File: src/rtl/niosii_system_button_pio.sv
// niosii_system_button_pio
// Avalon-MM input PIO for push-buttons/switches: synchroniser, optional per-bit
// debounce, per-bit rising/falling edge selection, write-1-to-clear edge capture
// and a maskable level interrupt.
// Optional feature macro: BUTTON_PIO_DEBOUNCE_EN (defined -> per-bit debounce
// counters between the synchroniser and the stable value).
module niosii_system_button_pio #(
    parameter int unsigned WIDTH           = 8,
    parameter int unsigned SYNC_STAGES     = 2,
    parameter int unsigned DEBOUNCE_CYCLES = 4
) (
    input  logic             clk,
    input  logic             reset_n,
    input  logic [2:0]       address,
    input  logic             chipselect,
    input  logic             write_n,
    input  logic [31:0]      writedata,
    input  logic [WIDTH-1:0] in_port,
    output logic [31:0]      readdata,
    output logic             irq
);

    typedef enum logic [2:0] {
        ADDR_DATA     = 3'd0,
        ADDR_RISE_EN  = 3'd1,
        ADDR_IRQ_MASK = 3'd2,
        ADDR_CAPTURE  = 3'd3,
        ADDR_FALL_EN  = 3'd4
    } reg_addr_t;

    logic [WIDTH-1:0] sync_q [SYNC_STAGES];
    logic [WIDTH-1:0] sync_out;
    logic [WIDTH-1:0] stable;
    logic [WIDTH-1:0] stable_d;
    logic [WIDTH-1:0] rise;
    logic [WIDTH-1:0] fall;
    logic [WIDTH-1:0] hit;
    logic [WIDTH-1:0] rise_en;
    logic [WIDTH-1:0] irq_mask;
    logic [WIDTH-1:0] capture;
    logic [WIDTH-1:0] fall_en;
    logic [WIDTH-1:0] wr_bits;
    logic [WIDTH-1:0] rd_sel;
    logic             wr_en;
    reg_addr_t        addr_dec;
    logic             unused_wdata;

    assign wr_en        = chipselect & ~write_n;
    assign wr_bits      = writedata[WIDTH-1:0];
    assign addr_dec     = reg_addr_t'(address);
    assign unused_wdata = ^writedata;

    // Synchroniser chain for the raw asynchronous inputs
    always_ff @(posedge clk or negedge reset_n) begin
        if (!reset_n) begin
            for (int unsigned i = 0; i < SYNC_STAGES; i++) begin
                sync_q[i] <= '0;
            end
        end else begin
            sync_q[0] <= in_port;
            for (int unsigned i = 1; i < SYNC_STAGES; i++) begin
                sync_q[i] <= sync_q[i-1];
            end
        end
    end

    assign sync_out = sync_q[SYNC_STAGES-1];

`ifdef BUTTON_PIO_DEBOUNCE_EN
    localparam int unsigned CNT_W = $clog2(DEBOUNCE_CYCLES + 1);

    logic [CNT_W-1:0] db_cnt [WIDTH];
    logic [WIDTH-1:0] stable_q;

    // Per-bit debounce: accept a new level only after it persists long enough
    always_ff @(posedge clk or negedge reset_n) begin
        if (!reset_n) begin
            stable_q <= '0;
            for (int unsigned i = 0; i < WIDTH; i++) begin
                db_cnt[i] <= '0;
            end
        end else begin
            for (int unsigned i = 0; i < WIDTH; i++) begin
                if (sync_out[i] == stable_q[i]) begin
                    db_cnt[i] <= '0;
                end else if (db_cnt[i] == CNT_W'(DEBOUNCE_CYCLES - 1)) begin
                    stable_q[i] <= sync_out[i];
                    db_cnt[i]   <= '0;
                end else begin
                    db_cnt[i] <= db_cnt[i] + CNT_W'(1);
                end
            end
        end
    end

    assign stable = stable_q;
`else
    // Last synchroniser flop is the stable value, giving stable after edge
    // k+SYNC_STAGES-1 and capture at edge k+SYNC_STAGES.
    assign stable = sync_out;
`endif

    // Delayed copy of the stable value for edge detection
    always_ff @(posedge clk or negedge reset_n) begin
        if (!reset_n) begin
            stable_d <= '0;
        end else begin
            stable_d <= stable;
        end
    end

    assign rise = stable & ~stable_d;
    assign fall = ~stable & stable_d;
    assign hit  = (rise & rise_en) | (fall & fall_en);

    // Control registers; a new edge overrides a same-cycle W1C clear of its bit
    always_ff @(posedge clk or negedge reset_n) begin
        if (!reset_n) begin
            rise_en  <= '1;
            irq_mask <= '0;
            capture  <= '0;
            fall_en  <= '0;
        end else begin
            if (wr_en && addr_dec == ADDR_RISE_EN) begin
                rise_en <= wr_bits;
            end
            if (wr_en && addr_dec == ADDR_IRQ_MASK) begin
                irq_mask <= wr_bits;
            end
            if (wr_en && addr_dec == ADDR_FALL_EN) begin
                fall_en <= wr_bits;
            end
            if (wr_en && addr_dec == ADDR_CAPTURE) begin
                capture <= (capture & ~wr_bits) | hit;
            end else begin
                capture <= capture | hit;
            end
        end
    end

    // Read mux; unmapped addresses return zero
    always_comb begin
        rd_sel = '0;
        case (addr_dec)
            ADDR_DATA:     rd_sel = stable;
            ADDR_RISE_EN:  rd_sel = rise_en;
            ADDR_IRQ_MASK: rd_sel = irq_mask;
            ADDR_CAPTURE:  rd_sel = capture;
            ADDR_FALL_EN:  rd_sel = fall_en;
            default:       rd_sel = '0;
        endcase
    end

    // Registered read data, updated every cycle regardless of chipselect
    always_ff @(posedge clk or negedge reset_n) begin
        if (!reset_n) begin
            readdata <= '0;
        end else begin
            readdata <= 32'(rd_sel);
        end
    end

    assign irq = |(capture & irq_mask);

endmodule

File: config.mk
export PLATFORM = sky130hd
export DESIGN_NAME = niosii_system_button_pio
export DESIGN_NICKNAME = d
export VERILOG_FILES = /design/src/rtl/niosii_system_button_pio.sv
export SDC_FILE = /design/constraint.sdc
export NUM_CORES = 1
export LEC_CHECK = 0
export ABC_AREA = 1
export CAP_MARGIN = 20
export CORE_MARGIN = 2
export CORE_UTILIZATION = 52
export DETAILED_ROUTE_END_ITERATION = 16
export PLACE_DENSITY_LB_ADDON = 0.1
export SLEW_MARGIN = 20
export SYNTH_ARGS = -nofsm -noshare
export SYNTH_HDL_FRONTEND = slang
export SYNTH_SLANG_ARGS = --single-unit
File: constraint.sdc
create_clock -name clk -period 3.1 [get_ports clk]
set_clock_uncertainty 0.2 [all_clocks]
set_input_delay 0.465 -clock clk [delete_from_list [all_inputs] [get_ports clk]]
set_output_delay 0.465 -clock clk [all_outputs]
set_load 0.01 [all_outputs]
## Word level (Yosys, flattened, before mapping)

Index checks and enable logic that the tools add are counted.
W data, S select, Z words.

- Bitwise logic cells: 14
- Reduce and logical (&&, ||, !) cells: 6
- Equality and inequality tests: 4
- Muxes and demuxes: 2

Operators by type and width:

| kind | count |
|---|---|
| $and A8 B8 Y8 | 6 |
| $pmux W8 S5 | 1 |
| $not A8 Y8 | 3 |
| $or A8 B8 Y8 | 3 |
| $mux W8 | 1 |
| $reduce_or A8 Y1 | 1 |
| $eq A3 B2 Y1 const B | 2 |
| $logic_and A1 B1 Y1 | 4 |
| $eq A3 B1 Y1 const B | 1 |
| $eq A3 B3 Y1 const B | 1 |
| $logic_not A3 Y1 | 1 |
| $and A1 B1 Y1 | 1 |
| $not A1 Y1 | 1 |

- Word-level logic and storage cells: 34
- Flip-flop bits (word level): 64
- Output and inout bits: 33
- Bits of input ports: 47

## Longest topological paths before layout

- Depth after elaboration: 6
- Mapped depth: 8
- Mapped depth without buffers: 6

## Least setup slack after synthesis

Ideal clock, no wire load.

- Path type: in2reg
- From: input address[0]
- To: register fall_en[6]
- Buffers on the path: 2
- Path slack: 1.630 ns
- Arrival: 1.151 ns
- Setup time: 0.119 ns
- Cell stages on the path: 6
- Required time: 2.781 ns
- Cell sequence: buf_6 > nor2_4 > nand3_4 > buf_6 > nand2_1 > o21ai_2

- Longest elaborated chain between the ends: 2

Ends and longest elaborated chain:

| item | RTL line | source |
|---|---|---|
| start, declared | 14 | `input logic [2:0] address,` |
| $eq A3 B3 Y1 | 130 | `if (wr_en && addr_dec == ADDR_FALL_EN) begin` |
| $logic_and A1 B1 Y1 | 130 |  |
| end signal, assigned | 131 | `fall_en <= wr_bits;` |
| end, declared | 41 | `logic [WIDTH-1:0] fall_en;` |

Every way passes these cells.
A chain may end at the register's enable or synchronous reset.

## Worst setup path after layout

- From: register irq_mask[6]
- To: output irq

- Longest elaborated chain between the ends: 2

Ends and longest elaborated chain:

| item | RTL line | source |
|---|---|---|
| start, declared | 39 | `logic [WIDTH-1:0] irq_mask;` |
| start signal, assigned | 128 | `irq_mask <= wr_bits;` |
| $and A8 B8 Y8 | 163 | `assign irq = \|(capture & irq_mask);` |
| $reduce_or A8 Y1 | 163 |  |
| end, declared | 20 | `output logic irq` |

Every way passes these cells.

==> reports/results.ini <==
[run_status]
status=finished with violations
violations=hold timing

[clock_tree]
cts_resized=0
path_clk_slew_ns=0.06
post_cts_buffers=0
cts_tree=yes
clk_latency_ns=0.33
cts_buffers=9
cts_hold_buf=0
clockBufferDepth=2
root_buffer=clkbuf_8
h-tree-depth=3
cts.sinks=64

[power]
switching_power_mw=0.546
pwr-share-clk_pct=31.0
peakVddDrop_uv=356
p_per_area_mw_per_mm2=574
internal_power_mw=1.44
swShare_pct=27.6
combPwrFrac_pct=16.5
pwr-share-seq_pct=52.5
power_leakage_nw=1.73

[drt]
wirelength_um=5730
post_drt_wl_per_cell_um=13.0
routed_via_density=4.86
via_count=2149
drcViolationCount=0
first_iter_violations=107
drt_first_pass_iters=4
ant_nets=0

[final_layout]
final_nets=413
diodes=0
drive_above_1_share_pct=16.5
final_cell_mix=nand2_1, dfrtp_1, inv_1
final_area_mm2=0.00346
final_util_pct=62.0
fillerInstances=511
final_common_cell=nand2_1
areaGrowthSynthToFinish_pct=13.8

[setup_path]
cp-start-kind=flip-flop
worstPathCellList=nand2_1, nand2_1, a21oi_1, nand3b_1, clkdlybuf4s50_1
cpMaxStageDelayCell=clkdlybuf4s50_1
critical_path_class=reg2out
r2r_cells=4
r2r-start=rise_en[7]
worstPathMaxFanout=3
reg2reg_to=readdata[7]
r2r_slack_ns=2.02
cp_data_arrival_time_ns=1.59
worstSetupEndpointType=output pin
critPathMaxStageDelay_ns=0.48
cp_common_cell=nand2_1
worstPathRequired_ns=2.43

[sta]
relSlewSlack_pct=51.4
hold_slack_ns=-0.0106
period_share_pct=72.9
rsz0062_at_grt=false
worst_pin_slew_ns=0.728
finalMaxSlewViolations=0
finalSetupViolCount=0
fin_crit_ns=2.26
fmax_mhz=443
tns_ns=0
hold_viol_final=15

[global_route]
grt_max_degree=34
grt_pass1_vias=2092
grt.overflow.total=0
grt_pass1_wl_um=9670
grtUsageTotal_pct=20.3
antenna_found_initial=0

[floorplan]
start_util_pct=54.5
die_w_um=80.4
core-area_mm2=0.00557
fp.dieArea_mm2=0.00646
ioPinCount=80
die_y_um=80.4
num_rows=27

[logic_synthesis]
yosys-top-cells-area=dfrtp_1, nand2_1, dfstp_2, buf_4, o21ai_2
ys_seq_area_share_pct=53.1
synth_cell_type_count=25
synth_top_area_cell=dfrtp_1
yosys_warnings=0
syn_area_per_cell_um2=9.20
ys_seq_elements=64
syn_inst=330
netlist_area_mm2=0.00304
synth.top_cell.area_share_pct=46.2

[placed_design]
place_congestion=0.813
hpwl_um=3790
placedInstanceArea_mm2=0.00329
portBuffers=31

[min_path]
hp-class=in2async

[flow_run]
cap_viol_max_count=0

## registers in the layout (all words and copies together) (netlist names)
name and flops:
readdata 8, irq_mask 8, fall_en 8, stable 8, capture 8, sync_q 8
stable_d 8, rise_en 8
## worst max path at each step
stage                 end  slack [ns]         from
2_1_floorplan  fall_en[6]        1.63   address[0]
3_3_place_gp   capture[7]        0.73   address[1]
3_5_place_dp   capture[7]        0.69   address[1]
4_1_cts               irq        0.83  irq_mask[6]
5_1_grt               irq        0.78  irq_mask[7]
6_report              irq        0.84  irq_mask[6]
## synth_stat cells
cell	n
a21oi_1	3
and3_1	1
nand2_2	3
nor2_8	1
nand3_4	2
nor2_1	24
buf_4	25
nand3_2	8
dfstp_2	8
inv_2	3
inv_6	1
nor2_4	1
buf_6	7
o21ai_1	13
inv_1	36
nand2_4	1
a31oi_1	1
nand3_1	16
nand3b_1	1
conb_1	1
o21ai_2	16
buf_2	1
nand2_1	90
nand4_1	11
dfrtp_1	56
## cells by family (layout without fill, tap and decap cells)
group	Yosys count	after routing	share of synthesized area, %
other cells	1	24	0.124
compound gates	33	33	7.46
simple gates	159	159	25.3
buf+inv	73	90	14.1
flops	64	64	53.1
## final cells by class
| type | instances | area, um2 | area share, % |
|---|---|---|---|
| clock buffer | 14 | 163 | 4.71 |
| clock inverter | 1 | 5.00 | 0.145 |
| inverter | 40 | 155 | 4.49 |
| multi-input combinational | 216 | 1080 | 31.4 |
| sequential | 64 | 1610 | 46.6 |
| tap | 72 | 90.1 | 2.61 |
| timing repair buffer | 35 | 348 | 10.1 |
## stage by stage
| step | setup WS, ns | cells | power (mW) | hold slack, ns |
|---|---|---|---|---|
| 2_1_floorplan | 1.63 | 353 | 1.27 | -0.0306 |
| 3_3_place_gp | 0.727 | 427 | 1.37 | 0.133 |
| 3_5_place_dp | 0.694 | 427 | 1.38 | 0.136 |
| 4_1_cts | 0.832 | 442 | 2.00 | 0.00727 |
| 5_1_grt | 0.781 | 442 | 2.10 | 0.0427 |
| 6_report | 0.840 | 442 | 1.98 | -0.0106 |
## power by group through the flow
| stage | sequential, mW | combinational, mW | clock (mW) |
|---|---|---|---|
| after detailed placement | 1.05 | 0.328 | 0 |
| final | 1.04 | 0.327 | 0.615 |
| after floorplan | 1.04 | 0.232 | 0 |
| after global placement | 1.05 | 0.322 | 0 |
| after global routing | 1.05 | 0.371 | 0.670 |
| after CTS | 1.04 | 0.330 | 0.631 |
## routing by layer
metal / wire length [um] / vias to the layer above / global-route usage (%)
li1: - / 1060 / -
met1: 2600 / 1044 / 26.0
met2: 2890 / 43 / 33.3
met3: 218 / 2 / 4.94
met4: 25 / 0 / 7.46
met5: 0 / - / 0
## worst max-delay path, delay by kind of cell, from the launching register on
kind,cells,cell delay (ns)
buffers and inverters,1,0.48
AO/OA/AOI/OAI,1,0.14
AND/OR/NAND/NOR,3,0.25
flip-flops,1,0.40
(Power assumes the default switching activity.)
